File: config.mk
export PLATFORM = sky130hd
export DESIGN_NAME = fetch_unit
export DESIGN_NICKNAME = d
export VERILOG_FILES = /design/src/rtl/fetch_unit.sv
export SDC_FILE = /design/constraint.sdc
export NUM_CORES = 1
export LEC_CHECK = 0
export ABC_AREA = 1
export CORE_MARGIN = 5
export CORE_UTILIZATION = 54
export CTS_CLUSTER_DIAMETER = 60
export CTS_CLUSTER_SIZE = 24
export DETAILED_ROUTE_END_ITERATION = 12
export PLACE_DENSITY = 0.93
export RECOVER_POWER = 50
export SYNTH_ARGS = -nofsm -noshare
export SYNTH_HDL_FRONTEND = slang
export SYNTH_SLANG_ARGS = --single-unit
File: constraint.sdc
create_clock -name clk -period 2.36 [get_ports clk]
set_input_delay 0.472 -clock clk [delete_from_list [all_inputs] [get_ports clk]]
set_output_delay 0.472 -clock clk [all_outputs]
set_load 0.05 [all_outputs]
File: src/rtl/fetch_unit.sv
// Instruction-fetch stage: owns the PC, issues single-outstanding requests to
// instruction memory and fills the IF/ID register that feeds decode.
module fetch_unit #(
  parameter int          ADDR_W   = 10,
  parameter int          INSTR_W  = 16,
  parameter int unsigned RESET_PC = 0
) (
  input  logic               clk,
  input  logic               rst_n,
  output logic               imem_req,
  output logic [ADDR_W-1:0]  imem_addr,
  input  logic               imem_valid,
  input  logic [INSTR_W-1:0] imem_rdata,
  input  logic               stall_i,
  input  logic               flush_i,
  input  logic [ADDR_W-1:0]  flush_pc_i,
  output logic               if_id_valid,
  output logic [INSTR_W-1:0] if_id_instr,
  output logic [5:0]         if_id_opcode,
  output logic [ADDR_W-1:0]  if_id_pc,
  output logic [ADDR_W-1:0]  pc_o,
  output logic [1:0]         dbg_state_o
);

  localparam logic [5:0]         NOP      = 6'b000101;
  localparam logic [INSTR_W-1:0] NOP_WORD = {NOP, {(INSTR_W-6){1'b0}}};
  localparam logic [ADDR_W-1:0]  RST_PC   = ADDR_W'(RESET_PC);

  // Memory handshake: imem_req is a one-cycle pulse carrying imem_addr; the
  // matching imem_valid strobe arrives one or more cycles later, and only one
  // request is ever outstanding. Decode back-pressures with stall_i.
  typedef enum logic [1:0] {S_FETCH, S_WAIT, S_HOLD, S_DRAIN} state_t;

  state_t              state_q, state_d;
  logic [ADDR_W-1:0]   pc_q, pc_d;
  logic [INSTR_W-1:0]  buf_instr_q, buf_instr_d;
  logic [ADDR_W-1:0]   buf_pc_q, buf_pc_d;
  logic                if_valid_q, if_valid_d;
  logic [INSTR_W-1:0]  if_instr_q, if_instr_d;
  logic [ADDR_W-1:0]   if_pc_q, if_pc_d;
  logic                req_c;
  logic                load_c;
  logic [INSTR_W-1:0]  load_instr_c;
  logic [ADDR_W-1:0]   load_pc_c;

  always_comb begin
    state_d      = state_q;
    pc_d         = pc_q;
    buf_instr_d  = buf_instr_q;
    buf_pc_d     = buf_pc_q;
    req_c        = 1'b0;
    load_c       = 1'b0;
    load_instr_c = imem_rdata;
    load_pc_c    = pc_q;

    case (state_q)
      S_FETCH: begin
        req_c   = 1'b1;
        state_d = flush_i ? S_DRAIN : S_WAIT;
      end
      S_WAIT: begin
        if (flush_i) begin
          state_d = imem_valid ? S_FETCH : S_DRAIN;
        end else if (imem_valid) begin
          if (!stall_i) begin
            load_c  = 1'b1;
            pc_d    = pc_q + ADDR_W'(1);
            state_d = S_FETCH;
          end else begin
            buf_instr_d = imem_rdata;
            buf_pc_d    = pc_q;
            state_d     = S_HOLD;
          end
        end
      end
      S_HOLD: begin
        if (flush_i) begin
          state_d = S_FETCH;
        end else if (!stall_i) begin
          load_c       = 1'b1;
          load_instr_c = buf_instr_q;
          load_pc_c    = buf_pc_q;
          pc_d         = pc_q + ADDR_W'(1);
          state_d      = S_FETCH;
        end
      end
      // The response being drained also satisfies a flush that lands on it.
      S_DRAIN: begin
        if (imem_valid) state_d = S_FETCH;
      end
      default: state_d = S_FETCH;
    endcase

    if (flush_i) pc_d = flush_pc_i;
  end

  always_comb begin
    if_valid_d = if_valid_q;
    if_instr_d = if_instr_q;
    if_pc_d    = if_pc_q;
    if (flush_i) begin
      if_valid_d = 1'b0;
    end else if (load_c) begin
      if_valid_d = 1'b1;
      if_instr_d = load_instr_c;
      if_pc_d    = load_pc_c;
    end else if (!stall_i) begin
      if_valid_d = 1'b0;
    end
  end

  always_ff @(posedge clk or negedge rst_n) begin
    if (!rst_n) begin
      state_q     <= S_FETCH;
      pc_q        <= RST_PC;
      buf_instr_q <= '0;
      buf_pc_q    <= '0;
      if_valid_q  <= 1'b0;
      if_instr_q  <= NOP_WORD;
      if_pc_q     <= '0;
    end else begin
      state_q     <= state_d;
      pc_q        <= pc_d;
      buf_instr_q <= buf_instr_d;
      buf_pc_q    <= buf_pc_d;
      if_valid_q  <= if_valid_d;
      if_instr_q  <= if_instr_d;
      if_pc_q     <= if_pc_d;
    end
  end

  // Reset parks the FSM in FETCH, so the request is gated until reset lifts.
  assign imem_req     = req_c & rst_n;
  assign imem_addr    = pc_q;
  assign if_id_valid  = if_valid_q;
  assign if_id_instr  = if_instr_q;
  assign if_id_opcode = if_valid_q ? if_instr_q[INSTR_W-1 -: 6] : NOP;
  assign if_id_pc     = if_pc_q;
  assign pc_o         = pc_q;
  assign dbg_state_o  = state_q;

endmodule
# Yosys cells after proc, flatten, opt, wreduce, memory -nomap -nowiden
# Index checks and enable logic that the tools add are counted.
dict set report op_classes {
  n_eq_ne 7
  bitwise_logic 2
  mux 27
  add_sub_neg 1
  reduce_logical 6
}
# op n
set op_table {}
lappend op_table {{two-way mux 10 bit} 5}
lappend op_table {{two-way mux 16 bit} 2}
lappend op_table {{case mux 10 bit (2 select lines)} 1}
lappend op_table {{two-way mux 2 bit} 8}
lappend op_table {{adder 10 x 1 -> 10 bit (second input constant)} 1}
lappend op_table {{two-way mux 1 bit} 8}
lappend op_table {{case mux 2 bit (4 select lines)} 1}
lappend op_table {{two-way mux 6 bit} 1}
lappend op_table {{!= test 3 bit (second input constant)} 2}
lappend op_table {{AND reduction 3 bit} 2}
lappend op_table {{equality test 2 bit (second input constant)} 2}
lappend op_table {{AND reduction 2 bit} 2}
lappend op_table {{!= test 3 x 1 -> 1 bit (second input constant)} 1}
lappend op_table {{nonzero test 3 bit} 1}
lappend op_table {{equality test 2 x 1 -> 1 bit (second input constant)} 1}
lappend op_table {{logical NOT 2 bit} 1}
lappend op_table {{!= test 2 bit (second input constant)} 1}
lappend op_table {{case mux 1 bit (2 select lines)} 1}
lappend op_table {{bitwise AND 1 bit} 1}
lappend op_table {{NOT 1 bit} 1}
dict set report totals {
  reg_bits 65
}

# Depth between registers and ports, before layout
# Gate-level depths: netlist of the first run.
dict set report depth {
  depth_word 6
  depth_mapped 9
}

# Worst setup path before layout of the first run
# No wires, ideal clock.
dict set report synth_timing {
  path_kind {register -> register}
  start {register state_q[0] (netlist: dbg_state_o[0])}
  end {register if_instr_q[6] (netlist: if_id_instr[6])}
  setup_time_ns 0.127
  required_time_ns 2.233
  path_stages_with_launch 7
  t_arrival_ns 1.818
  path_buffers 1
  synth_period_minus_slack_ns 1.945
  slack_ns 0.415
  cell_sequence {dfrtp_1 -> inv_1 -> ha_1 -> inv_2 -> buf_2 -> mux2i_1 -> o21ai_0}
}
dict set report synth_between {
  elab_chain_len 3
}
# item line_no
set synth_rtl {}
lappend synth_rtl {{from (decl)} 34} ;# state_t state_q, state_d;
lappend synth_rtl {{from (signal assigned)} 122} ;# state_q <= state_d;
lappend synth_rtl {{equality test 2 bit / equality test 2 x 1 -> 1 bit (equally long branches)} 56} ;# case (state_q)
lappend synth_rtl {{case mux 1 bit (2 select lines)} 56}
lappend synth_rtl {{AND reduction 2 bit (no source line)} n/a}
lappend synth_rtl {{to (signal assigned)} 127} ;# if_instr_q <= if_instr_d;
lappend synth_rtl {{to (decl)} 39} ;# logic [INSTR_W-1:0] if_instr_q, if_instr_d;
# Parallel ways exist; a longest one is shown, timed or not.
# A chain may end at the register's enable or synchronous reset.

# Worst setup path after layout of the first run
dict set report layout_timing {
  start {register if_valid_q (netlist: if_id_valid)}
  end {output port if_id_opcode[1]}
}
dict set report layout_between {
  elab_chain_len 1
}
# item line_no
set layout_rtl {}
lappend layout_rtl {{from (decl)} 38} ;# logic if_valid_q, if_valid_d;
lappend layout_rtl {{from (signal assigned)} 126} ;# if_valid_q <= if_valid_d;
lappend layout_rtl {{two-way mux 6 bit} 137} ;# assign if_id_opcode = if_valid_q ? if_instr_q[INSTR_W-1 -: 6] : NOP;
lappend layout_rtl {{to (decl)} 19} ;# output logic [5:0] if_id_opcode,
# Every way passes these cells.

==> flow_summary.json, run 1 <==
{
  "yosysUniqueCellTypes": 21,
  "ff2ff_path_depth": 7,
  "min_path_type": "reg -> reg",
  "core_um2": 6390,
  "antenna_cells": 0,
  "cts_buffer_depth": 2,
  "nets": 586,
  "p_leak_uw": 0.00224,
  "final_util_pct": 71.6,
  "start_util_pct": 55.7,
  "grt_pass1_wl_um": 14900,
  "clockRootBuffer": "clkbuf_8",
  "dieHeight_um": 91.1,
  "grt_max_degree": 66,
  "grt_pass1_vias": 3167,
  "crit_required_ps": 1890,
  "synth_top_area_cell": "dfrtp_1",
  "syn_area_per_cell_um2": 7.48,
  "vdd_drop_max_uv": 1030,
  "wirelength_um": 8610,
  "clk-insertion-delay-late_ps": 340,
  "drive_above_1_share_pct": 5.05,
  "io_pins": 87,
  "cts_resized": 0,
  "drc": 0,
  "synthArstFlopShare_pct": 100,
  "yosysMostFrequentCell": "nand2_1",
  "fin_crit_sh_pct": 95.6,
  "synth_top_family_by_area": "simple AND/OR/NAND/NOR gates",
  "startpoint_type": "register",
  "drt_pass1_iterations": 5,
  "slowest_stage": "clkdlybuf4s50_1",
  "min-delay-start": "if_id_pc[7]",
  "clock-sinks": 65,
  "drv_slew": 66,
  "cts_setup_buffers": 0,
  "relSlewSlack_pct": -4.39,
  "cts_tree": "built",
  "synth_fa_ha_area_share_pct": 2.11,
  "ys_ff_latch": 65,
  "synth-edff-count": 0,
  "synth.top_cell.area_share_pct": 44.4,
  "crit_fanout": 8,
  "cts_buffers": 9,
  "ys.flop_type": "dfrtp_1",
  "dp_cells": 615,
  "syn_area_um2": 3550,
  "std_cell_rows": 29,
  "yosysWarnings": 0,
  "timing.clock.skew_ps": 8.51,
  "overflow": 0,
  "max_freq_mhz": 443,
  "antenna_found_initial": 0,
  "critical_path.reg2reg.startpoint": "dbg_state_o[1]",
  "drv_cap": 1,
  "p_total_uw": 6640,
  "dr.first_iter.drc_count": 212,
  "ys_seq_area_share_pct": 45.8,
  "finalSetupViolCount": 0,
  "place_area_um2": 4380,
  "violations": "capacitance limit, slew limit",
  "design_area_um2": 4570,
  "synthMuxAreaShare_pct": 3.94,
  "syn_inst": 475,
  "crit_chain": "nand2_1, inv_1, clkdlybuf4s50_1",
  "vias": 3309,
  "synth_xor_area_share_pct": 0.246,
  "reg2reg_slack_ps": 400,
  "post_drt_wl_per_cell_um": 13.6,
  "period_minus_slack_ps": 2260,
  "h-tree-depth": 3,
  "dp_hpwl_um": 6220,
  "hold_depth": 2,
  "syn_to_final_growth_pct": 28.5,
  "status": "finished with violations",
  "die_area_um2": 8310,
  "port_buffers": 86,
  "worstMarginPinSlew_ps": 1570,
  "final_hold_viol_count": 0,
  "ys_top_cells_by_count": "nand2_1 (169), o21ai_0 (85), dfrtp_1 (63)",
  "grtUsageTotal_pct": 21.5,
  "synth_fp_nets": 512,
  "final-instance-count-excl-fill": 631,
  "cp_data_arrival_time_ps": 1780,
  "yosys.area_share.simple_pct": 22.7,
  "p_per_area_nw_per_um2": 1450,
  "crit_path_max_incr_delay_ps": 790,
  "hold_buffers": 0,
  "endpoint_kind": "output port",
  "clk_pin_slew_ps": 70,
  "via_per_inst": 5.24,
  "regToRegEndpoint": "if_id_instr[12]",
  "setup-tns-final_ps": 0,
  "drt.antenna.violating_nets": 0,
  "critical_path_class": "reg -> out",
  "die_x_um": 91.1,
  "rsz0062_at_grt": "false",
  "place_congestion": 0.816,
  "yosys-top-cells-area": "dfrtp_1 (44%), nand2_1 (18%), o21ai_0 (12%)",
  "whs_endpoint": "if_id_pc[7]",
  "synth-compound-area-share_pct": 13.6
}
[cell usage in the layout (no fill, tap or decap), types with 2 or more instances in the layout]
master           synthesis  layout
buf_4                   10       5
clkbuf_1                 8       3
clkbuf_2                 0       2
clkbuf_8                 0      12
clkdlybuf4s50_1          0      83
clkinvlp_4               0       2
dfrtp_1                 63      63
dfstp_2                  2       2
ha_1                     6       6
inv_1                   53      54
inv_2                    3       2
mux2i_1                 14      14
nand2_1                169     169
nand3_1                 16      17
nor2_1                  19      19
o21ai_0                 85      85
o21ai_1                  7       7
[worst max-delay path: cells and delay by family (launching register included)]
family | cells | cell delay (ps)
buf+inv | 2 | 850
flops | 1 | 510
simple gates | 1 | 80
[cell type report]
type | instances | area (µm²)
Clock buffer | 12 | 165
Clock inverter | 4 | 50.0
Fill cell | 492 | 1820
Inverter | 56 | 210
Multi-Input combinational cell | 322 | 1500
Sequential cell | 65 | 1630
Tap cell | 77 | 96.3
Timing Repair Buffer | 95 | 920
[cells by family (layout without fill, tap and decap cells)]
family,Yosys count,in the layout
XOR/XNOR,1,1
buffers and inverters,88,167
adder cells (fa/ha/maj),6,6
flip-flops,65,65
AND/OR/NAND/NOR,207,207
AO/OA/AOI/OAI,94,94
multiplexers,14,14
[power by group]
| group | total (µW) | switching, µW | internal [µW] |
|---|---|---|---|
| clock network | 1000 | 431 | 573 |
| logic | 3660 | 2480 | 1170 |
| registers | 1980 | 363 | 1620 |
| total | 6640 | 3280 | 3360 |
[how the worst max path moves through the flow]
stage | startpoint | endpoint | depth (start not counted)
after floorplan | dbg_state_o[0] | if_id_instr[6] | 6
after global placement | flush_i | if_id_instr[3] | 6
after detailed placement | flush_i | if_id_instr[4] | 6
after CTS | if_id_valid | if_id_opcode[1] | 3
after global routing | flush_i | if_id_instr[12] | 7
final | if_id_valid | if_id_opcode[1] | 3
[metrics by stage]
stage	setup WS (ps)	hold slack [ps]
final	105	489
after detailed placement	125	473
after global routing	18.9	525
after CTS	89.5	373
after global placement	224	467
after floorplan	415	176
[sequential cells by signal, indices dropped and copies added, names as in the netlist]
name / count
buf_instr_q: 16
buf_pc_q: 10
dbg_state_o: 2
if_id_instr: 16
if_id_pc: 10
if_id_valid: 1
imem_addr: 10
[routing by layer]
| layer | wire (µm) | GRT usage [%] |
|---|---|---|
| met5 | 0 | 0 |
| met4 | 151 | 6.48 |
| met2 | 4190 | 34.0 |
| met3 | 544 | 4.55 |
| met1 | 3720 | 29.8 |
No activity file was read; power rests on OpenSTA's default activity.
==> inputs of run 2 (changes only) <==
--- a/config.mk
+++ b/config.mk
@@ -6,12 +6,15 @@
 export NUM_CORES = 1
 export LEC_CHECK = 0
 export ABC_AREA = 1
+export CELL_PAD_IN_SITES_DETAIL_PLACEMENT = 0
+export CELL_PAD_IN_SITES_GLOBAL_PLACEMENT = 1
+export CORE_ASPECT_RATIO = 1.4
 export CORE_MARGIN = 5
-export CORE_UTILIZATION = 54
+export CORE_UTILIZATION = 38
 export CTS_CLUSTER_DIAMETER = 60
 export CTS_CLUSTER_SIZE = 24
 export DETAILED_ROUTE_END_ITERATION = 12
-export PLACE_DENSITY = 0.93
+export PLACE_DENSITY = 0.89
 export RECOVER_POWER = 50
 export SYNTH_ARGS = -nofsm -noshare
 export SYNTH_HDL_FRONTEND = slang
==> flow_summary.json, run 2 (synthesized netlist as in run 1, its figures left out) <==
{
  "clockRootBuffer": "clkbuf_16",
  "grt_pass1_vias": 3155,
  "port_buffers": 86,
  "grtUsageMet3_pct": 3.87,
  "worstMarginPinSlew_ps": 1620,
  "design_area_um2": 4710,
  "grt_pass1_wl_um": 14900,
  "vdd_drop_max_uv": 647,
  "overflow": 0,
  "endpoint_kind": "output port",
  "final_common_cell": "nand2_1",
  "cts_buffer_depth": 2,
  "io_pins": 87,
  "finalSetupViolCount": 0,
  "hold_buffers": 0,
  "wirelength_um": 8610,
  "final-instance-count-excl-fill": 660,
  "die_x_um": 91.7,
  "std_cell_rows": 41,
  "gr-usage-met2_pct": 26.2,
  "violations": "capacitance limit, slew limit",
  "period_minus_slack_ps": 2250,
  "num-fill-cells": 879,
  "clk_pin_slew_ps": 50,
  "syn_to_final_growth_pct": 32.4,
  "cts_buffers": 9,
  "drive_above_1_share_pct": 5.24,
  "core_um2": 9080,
  "min_path_type": "reg -> reg",
  "h-tree-depth": 3,
  "rsz0062_at_grt": "false",
  "drt.antenna.violating_nets": 0,
  "drt_pass1_iterations": 4,
  "status": "finished with violations",
  "place_area_um2": 4430,
  "crit_required_ps": 1890,
  "grt_max_degree": 66,
  "die_area_um2": 11400,
  "drv_cap": 1,
  "clock-sinks": 65,
  "start_util_pct": 39.1,
  "antenna_found_initial": 0,
  "grtUsageTotal_pct": 16.0,
  "drc": 0,
  "cp_data_arrival_time_ps": 1770,
  "p_leak_uw": 0.00231,
  "place_congestion": 0.820,
  "vias": 3140,
  "nets": 585,
  "clk-insertion-delay-late_ps": 320,
  "relSlewSlack_pct": -7.87,
  "drv_slew": 66,
  "globalRoute.busiestLayer": "met2",
  "dieHeight_um": 124,
  "whs_ps": 475,
  "layout_common_cells": "nand2_1 (169), o21ai_0 (86), clkdlybuf4s50_1 (81), dfrtp_1 (63), inv_1 (54)",
  "crit_fanout": 8,
  "post_drt_wl_per_cell_um": 13.0,
  "final_hold_viol_count": 0,
  "fin_crit_sh_pct": 95.2,
  "critical_path_class": "reg -> out",
  "timing.clock.skew_ps": 5.33,
  "dp_hpwl_um": 6170,
  "startpoint_type": "register",
  "via_per_inst": 4.76,
  "antenna_cells": 0,
  "dp_cells": 644,
  "setup-tns-final_ps": 0,
  "max_freq_mhz": 445,
  "p_per_area_nw_per_um2": 1480,
  "met1_usage_pct": 19.5,
  "cts_tree": "built",
  "dr.first_iter.drc_count": 110
}
[run 2: cell types whose count changed in the layout (fill, tap and decap cells not counted), sizes merged]
cell           previous run  this run
clkdlybuf4s50            83        81
clkinv                    1         2
clkinvlp                  2         1
dlymetal6s2s              0         1
[run 2: report_power, final]
group          internal (µW)  switching (µW)
logic                   1170            2460
registers               1620             360
clock network            874             459
total                   3670            3280
[run 2: layout make-up]
cell class / instances / area (µm²) / share of cell area, %
sequential: 65 / 1630 / 34.6
multi-input combinational: 322 / 1510 / 32.1
timing repair buffer: 94 / 916 / 19.5
clock buffer: 12 / 256 / 5.45
inverter: 56 / 210 / 4.47
tap: 107 / 134 / 2.84
clock inverter: 4 / 51.3 / 1.09
[run 2: worst max-delay path: stages (launching register included)]
cell and delay (ps):
dfrtp_1 520, nand2_1 90, inv_1 60, clkdlybuf4s50_1 790
[run 2: worst paths after layout]
kind,startpoint,end,slack [ps],cells after the start
max,if_id_valid,if_id_opcode[5],110,3
min,if_id_pc[4],if_id_pc[4],470,2
max reg2reg,dbg_state_o[1],if_id_instr[12],430,7
min reg2reg,if_id_pc[4],if_id_pc[4],470,2
max in group asynchronous,rst_n,if_id_instr[15],670,2
min in group asynchronous,rst_n,buf_instr_q[11],710,2
[run 2: repair_timing]
item,in CTS,in global routing
endpoints found under the setup margin,0,1
resized for setup,0,1
endpoints found under the hold margin,0,0
buffers inserted,0,0
[run 2: metal layers]
| layer | part of all wire, % | vias up |
|---|---|---|
| li1 | - | 1633 |
| met1 | 43 | 1401 |
| met2 | 49 | 87 |
| met3 | 5.0 | 19 |
| met4 | 2.9 | 0 |
| met5 | 0 | - |
[run 2: metrics by stage]
stage	utilization [%]	setup slack (ps)	total power [µW]
2_1_floorplan	-	415	4550
5_1_grt	51.8	24.9	7420
4_1_cts	52.2	67.3	7060
3_5_place_dp	48.8	284	5680
6_report	51.8	114	6950
3_3_place_gp	48.8	368	5630
